[config.mk]
export PLATFORM = sky130hd
export DESIGN_NAME = boot_image_loader
export DESIGN_NICKNAME = d
export VERILOG_FILES = /design/src/rtl/boot_image_loader.sv
export SDC_FILE = /design/constraint.sdc
export NUM_CORES = 1
export LEC_CHECK = 0
export BUFFER_PORTS_ARGS = -buffer_cell sky130_fd_sc_hd__buf_2
export CAP_MARGIN = 0
export CELL_PAD_IN_SITES_DETAIL_PLACEMENT = 1
export CELL_PAD_IN_SITES_GLOBAL_PLACEMENT = 2
export CORE_MARGIN = 2
export CORE_UTILIZATION = 38
export DETAILED_ROUTE_END_ITERATION = 10
export GPL_ROUTABILITY_DRIVEN = 0
export PLACE_DENSITY_LB_ADDON = 0.15
export SYNTH_ARGS = -nofsm -noshare
export SYNTH_HDL_FRONTEND = slang
export SYNTH_SLANG_ARGS = --single-unit
[constraint.sdc]
create_clock -name clk -period 3.3 [get_ports clk]
set_input_delay 0.495 -clock clk [delete_from_list [all_inputs] [get_ports clk]]
set_output_delay 0.495 -clock clk [all_outputs]
set_load 0.02 [all_outputs]
[src/rtl/boot_image_loader.sv]
// Boot image loader: parses a length-prefixed firmware byte stream, writes the
// payload into XRAM starting at BASE_ADDR and verifies the trailing mod-256
// checksum. Integrator must keep BASE_ADDR + MAX_LEN <= 2**ADDR_W.
module boot_image_loader #(
  parameter int unsigned       ADDR_W    = 16,
  parameter logic [ADDR_W-1:0] BASE_ADDR = ADDR_W'(16'h0000),
  parameter logic [15:0]       MAX_LEN   = 16'h1000
) (
  input  logic              clk,
  input  logic              rst_n,
  input  logic              start,
  input  logic              abort,
  input  logic              in_valid,
  input  logic [7:0]        in_data,
  output logic              in_ready,
  output logic              mem_we,
  output logic [ADDR_W-1:0] mem_addr,
  output logic [7:0]        mem_wdata,
  input  logic              mem_ready,
  output logic              busy,
  output logic              done,
  output logic              error
);

  localparam int unsigned LEN_W  = 16;
  localparam int unsigned DATA_W = 8;

  typedef enum logic [2:0] {
    S_IDLE,
    S_LEN_HI,
    S_LEN_LO,
    S_DATA,
    S_WR,
    S_CSUM,
    S_DONE,
    S_ERR
  } state_e;

  state_e              state_q, state_d;
  logic [LEN_W-1:0]    len_q, len_d;
  logic [LEN_W-1:0]    cnt_q, cnt_d;
  logic [DATA_W-1:0]   sum_q, sum_d;
  logic [DATA_W-1:0]   wdata_q, wdata_d;
  logic [ADDR_W-1:0]   addr_q, addr_d;
  logic                we_q, we_d;
  logic                done_q, done_d;
  logic                error_q, error_d;
  logic                in_ready_q, in_ready_d;
  logic                busy_q, busy_d;

  logic                consume_c;
  logic                wr_ack_c;
  logic [LEN_W-1:0]    len_full_c;
  logic [LEN_W-1:0]    cnt_inc_c;

  // Handshake qualifiers and the length/count values used by the FSM.
  assign consume_c  = in_valid & in_ready_q;
  assign wr_ack_c   = we_q & mem_ready;
  assign len_full_c = {len_q[LEN_W-1:8], in_data};
  assign cnt_inc_c  = cnt_q + LEN_W'(1);

  // Next-state and next-output logic; abort overrides every other condition.
  always_comb begin
    state_d = state_q;
    len_d   = len_q;
    cnt_d   = cnt_q;
    sum_d   = sum_q;
    wdata_d = wdata_q;
    addr_d  = addr_q;
    we_d    = we_q;
    done_d  = done_q;
    error_d = error_q;

    if (abort) begin
      state_d = S_IDLE;
      we_d    = 1'b0;
      done_d  = 1'b0;
      error_d = 1'b0;
    end else begin
      case (state_q)
        S_IDLE, S_DONE, S_ERR: begin
          if (start) begin
            state_d = S_LEN_HI;
            done_d  = 1'b0;
            error_d = 1'b0;
            sum_d   = '0;
            cnt_d   = '0;
          end
        end
        S_LEN_HI: begin
          if (consume_c) begin
            len_d[LEN_W-1:8] = in_data;
            state_d          = S_LEN_LO;
          end
        end
        S_LEN_LO: begin
          if (consume_c) begin
            len_d = len_full_c;
            if (len_full_c > MAX_LEN) begin
              state_d = S_ERR;
              error_d = 1'b1;
            end else if (len_full_c == '0) begin
              state_d = S_CSUM;
            end else begin
              state_d = S_DATA;
            end
          end
        end
        S_DATA: begin
          if (consume_c) begin
            wdata_d = in_data;
            addr_d  = BASE_ADDR + ADDR_W'(cnt_q);
            sum_d   = sum_q + in_data;
            we_d    = 1'b1;
            state_d = S_WR;
          end
        end
        S_WR: begin
          if (wr_ack_c) begin
            we_d    = 1'b0;
            cnt_d   = cnt_inc_c;
            state_d = (cnt_inc_c == len_q) ? S_CSUM : S_DATA;
          end
        end
        S_CSUM: begin
          if (consume_c) begin
            if (in_data == sum_q) begin
              state_d = S_DONE;
              done_d  = 1'b1;
            end else begin
              state_d = S_ERR;
              error_d = 1'b1;
            end
          end
        end
        default: state_d = S_IDLE;
      endcase
    end

    in_ready_d = (state_d == S_LEN_HI) || (state_d == S_LEN_LO) ||
                 (state_d == S_DATA)   || (state_d == S_CSUM);
    busy_d     = !((state_d == S_IDLE) || (state_d == S_DONE) ||
                   (state_d == S_ERR));
  end

  // State and registered-output flops.
  always_ff @(posedge clk or negedge rst_n) begin
    if (!rst_n) begin
      state_q    <= S_IDLE;
      len_q      <= '0;
      cnt_q      <= '0;
      sum_q      <= '0;
      wdata_q    <= '0;
      addr_q     <= '0;
      we_q       <= 1'b0;
      done_q     <= 1'b0;
      error_q    <= 1'b0;
      in_ready_q <= 1'b0;
      busy_q     <= 1'b0;
    end else begin
      state_q    <= state_d;
      len_q      <= len_d;
      cnt_q      <= cnt_d;
      sum_q      <= sum_d;
      wdata_q    <= wdata_d;
      addr_q     <= addr_d;
      we_q       <= we_d;
      done_q     <= done_d;
      error_q    <= error_d;
      in_ready_q <= in_ready_d;
      busy_q     <= busy_d;
    end
  end

  assign in_ready  = in_ready_q;
  assign mem_we    = we_q;
  assign mem_addr  = addr_q;
  assign mem_wdata = wdata_q;
  assign busy      = busy_q;
  assign done      = done_q;
  assign error     = error_q;

endmodule

### Yosys cells after proc, flatten, opt, wreduce, memory -nomap -nowiden

Cells that the tools add are included.

| word-level totals | value |
|---|---|
| register bits after elaboration | 72 |
| bits of input ports | 14 |
| output and inout bits | 29 |
| word-level logic and storage cells | 103 |

| cells by class | value |
|---|---|
| add/subtract/negate cells | 2 |
| $lt $le $gt $ge | 1 |
| eq/ne operators | 26 |
| multiplexer cells | 35 |
| bitwise gates (word level) | 4 |
| reductions and logical operators | 23 |

Operators by type and width:

| operator | count |
|---|---|
| 16-bit two-way mux | 2 |
| 16-bit case mux with 2 select lines | 1 |
| 8-bit case mux with 2 select lines | 2 |
| 3-bit two-way mux | 10 |
| 8-bit two-way mux | 3 |
| 3-bit inequality test (second input constant) | 8 |
| 3-bit equality test (second input constant) | 7 |
| 3-bit case mux with 6 select lines | 1 |
| 16-bit by 1-bit adder with 16-bit output (second input constant) | 1 |
| 16-bit equality test | 1 |
| 16-bit by 13-bit > comparator with 1-bit output (second input constant) | 1 |
| 16-bit logical NOT | 1 |
| 4-bit AND reduction | 4 |
| 1-bit two-way mux | 13 |
| 3-bit by 2-bit equality test with 1-bit output (second input constant) | 4 |
| 3-bit AND reduction | 3 |
| 8-bit adder | 1 |
| 8-bit equality test | 1 |
| 3-bit by 1-bit equality test with 1-bit output (second input constant) | 2 |
| 3-bit logical NOT | 2 |
| 2-bit inequality test (second input constant) | 3 |
| 6-bit AND reduction | 1 |
| 3-bit nonzero test | 2 |
| 1-bit logical OR | 5 |
| other kinds (8) | 12 |

### Logic depth before layout (Yosys ltp)

| logic depth | value |
|---|---|
| depth after elaboration | 10 |
| mapped depth | 8 |
| gate-level depth less buffers | 8 |

### Least setup slack after synthesis

No wires, ideal clock.

| path | value |
|---|---|
| kind | register to register |
| start point | register cnt_q[0] |
| end point | register state_q[2] |
| setup time | 78 ps |
| arrival | 2,336 ps |
| data required time | 3,222 ps |
| setup slack | 886 ps |
| stages on the path, launching flop included | 8 |
| buffers on the path | 0 |
| clock period less this slack | 2,414 ps |
| cells stage by stage | dfrtp_1 ha_1 nand4_4 or4_4 o32ai_2 nor2_1 or4_1 a21oi_1 |

| between the ends | value |
|---|---|
| cells in the longest elaborated chain, start to end | 6 |

RTL lines:

| element | line | source |
|---|---|---|
| start, declared | 41 | `logic [LEN_W-1:0] cnt_q, cnt_d;` |
| start signal, assigned | 163 | `cnt_q <= cnt_d;` |
| 16-bit by 1-bit adder with 16-bit output | 60 | `assign cnt_inc_c = cnt_q + LEN_W'(1);` |
| 16-bit equality test | 122 | `state_d = (cnt_inc_c == len_q) ? S_CSUM : S_DATA;` |
| 3-bit two-way mux | 122 |  |
| 3-bit two-way mux | 119 | `if (wr_ack_c) begin` |
| 3-bit case mux with 6 select lines | 80 | `case (state_q)` |
| 3-bit two-way mux | 74 | `if (abort) begin` |
| via state_d[2] | 39 | `state_e state_q, state_d;` |
| end signal, assigned | 161 | `state_q <= state_d;` |
| end, declared | 39 |  |

The timed path passes the listed nets, and every way through them passes these cells.
A chain may end at the register's enable or synchronous reset.

### Worst setup path after layout

Ends and elaborated chain as after synthesis.

==> out/summary.txt <==
Distinct cells, synth: 67
dpl ws: 631 ps
initial core utilization: 39.4%
Min-Delay Path Class: in -> async
#FFs+latches synth: 72
Worst-Skew Late Latency: 350 ps
Final Hold Fails: 0
DR vias: 3172
most frequent cells in the layout: dfrtp_1 (72), buf_2 (41), mux2_2 (40)
Post-Syn Area: 4080 um^2
first-pass GRT wire length: 17300 um
ant diodes: 0
critical path class: reg -> reg
met3 usage: 3.03%
clock sinks: 72
Critical Path RT: 3580 ps
status: finished clean
Post-CTS Hold Buffers: 0
syn_area_per_cell: 10.4 um^2
met2 Usage GRT: 31.2%
Die Ht: 108 um
CP max FO: 8
Slew @ Worst Pin: 937 ps
H-tree depth: 3
Detailed Place HPWL: 7430 um
first drt pass iteration count: 4
yosys warns: 0
GRT Total Usage: 19.4%
post-route insts no fill: 569
RSZ-0062 raised after global routing: no
routed wire length: 10300 um
global route hottest layer: met2
nature of the critical path endpoint: flop
die width: 108 um
Async SR Flop Fraction: 100%
share of cells above drive strength 1: 27.7%
number of synthesized flops with an enable pin: 0
placed cell count: 554
Tcrit/Tclk final: 80.6%
P&R area growth vs syn: 12.8%
setup TNS: 0 ps
Final min period: 2660 ps
Slew Viols, Final: 0
Reg clk slew, reported paths: 80 ps
r2r startpoint: cnt_q[0]
IO Pins: 43
worst setup margin: 640 ps
Max Root-Sink Buffers: 2
maxcap violations: 0
Leak: 2.14 nW
total CTS buffers: 9
routed len/inst: 18.1 um
I/O Buffers: 42
Core ar.: 10400 um^2
initial antenna violation count: 0
Die ar.: 11600 um^2
Critical Path AT: 2940 ps
DRT iter0 DRCs: 92
GRT overflow: 0
fmax: 0.376 GHz
DRC: 0
CTS tree: done
cts repair resizes: 0
maximum vdd ir drop: 0.260 mV
Post CTS Setup Buffer Count: 0
commonest non-fill, non-tap cell in the layout: dfrtp_1
Main synth FF type: dfrtp_1
Post-Syn Nets: 416
final clock skew: 10.0 ps
Vias/cell: 5.57
Power Dens Cells: 655 nW/um^2
Worst setup SP type: flop
vias in the first global route: 3277
GR Util met1: 26.5%
CP startpoint: cnt_q[0]
Post-DRT Antenna Nets: 0
Worst slew margin: 37.6%
Root Driver: clkbuf_8
Post-Syn Instances: 393
final hold slack: 278 ps
Setup violations, final: 0
pin count of the biggest net entering global routing: 73
Core Rows: 37
register area share after synthesis: 44.1%
final-stage net count: 452
==> cells by family after synthesis <==
| group | synth area share (%) |
|---|---|
| AO/OA/AOI/OAI | 15.1 |
| XOR/XNOR | 5.36 |
| flip-flops | 44.1 |
| adder cells (fa/ha/maj) | 2.94 |
| AND/OR/NAND/NOR | 16.6 |
| multiplexers | 11.5 |
| buffers and inverters | 4.41 |
==> power by group <==
part,internal [W],total [W],switching (W)
clock,0.000497,0.000836,0.000340
combinational,0.000421,0.000931,0.000510
sequential,0.00105,0.00125,0.000200
total,0.00197,0.00302,0.00105
==> final timing paths <==
kind | slack, ps | end | cells after the start
hold reg to reg | 510 | mem_addr[1] | 1
setup reg to reg | 640 | state_q[2] | 7
hold / removal | 280 | mem_addr[10] | 1
min in group clk | 420 | done | 2
max in group asynchronous | 2400 | mem_wdata[7] | 1
setup / recovery | 640 | state_q[2] | 7
==> per-layer routing <==
| metal | up-vias | share of wire (%) |
|---|---|---|
| met3 | 14 | 2.6 |
| met5 | - | 0 |
| met1 | 1591 | 48 |
| met2 | 41 | 47 |
| li1 | 1526 | - |
| met4 | 0 | 1.7 |
==> Yosys cell counts (all sizes together) (3+ instances only) <==
master / number / area, um^2
nor2b: 3 / 18.8
a22o: 8 / 70.1
inv: 10 / 37.5
xnor2: 16 / 140
clkbuf: 14 / 83.8
or3: 5 / 31.3
and2: 3 / 20.0
or3b: 3 / 26.3
mux2: 40 / 450
a21o: 3 / 22.5
or4: 3 / 26.3
nand4: 9 / 71.3
a211oi: 5 / 37.5
xor2: 9 / 78.8
o21ai: 31 / 155
a21oi: 17 / 85.1
nor4: 8 / 50.1
o31ai: 5 / 37.5
dfrtp: 72 / 1800
o41ai: 3 / 26.3
a31oi: 3 / 18.8
nand2: 19 / 71.3
ha: 8 / 100
nand3: 12 / 72.6
nor3: 11 / 60.1
buf: 9 / 58.8
nor2: 29 / 109
and3: 3 / 18.8
==> cell type report <==
| class | instances | area (um^2) |
|---|---|---|
| clock buffers | 9 | 124 |
| repair buffers | 48 | 258 |
| inverters | 10 | 37.5 |
| fillers | 1166 | 5760 |
| well taps | 136 | 170 |
| flip-flops and latches | 72 | 1800 |
| clock inverters | 6 | 109 |
| multi-input cells | 288 | 2110 |
==> sequential cells by signal (all words and copies together), names as in the netlist <==
| signal | count |
|---|---|
| state_q | 3 |
| mem_addr | 16 |
| sum_q | 8 |
| mem_we | 1 |
| mem_wdata | 8 |
| done | 1 |
| cnt_q | 16 |
| in_ready | 1 |
| len_q | 16 |
| busy | 1 |
| error | 1 |
==> critical path, cell delays in order (launching register included) <==
cell	delay (ps)
dfrtp_1	490
ha_1	350
nand4_4	180
or3_1	410
a221oi_2	270
o2111ai_1	180
or4_1	540
a21oi_1	160
==> stage by stage <==
step	power, W	util, %	instance area (um^2)
floorplan	0.00189	-	4080
global placement	0.00217	42.2	4370
detailed placement	0.00221	42.2	4370
CTS	0.00306	44.4	4610
global route	0.00323	44.4	4610
finish	0.00302	44.4	4610
No activity file was read; power rests on OpenSTA's default activity.
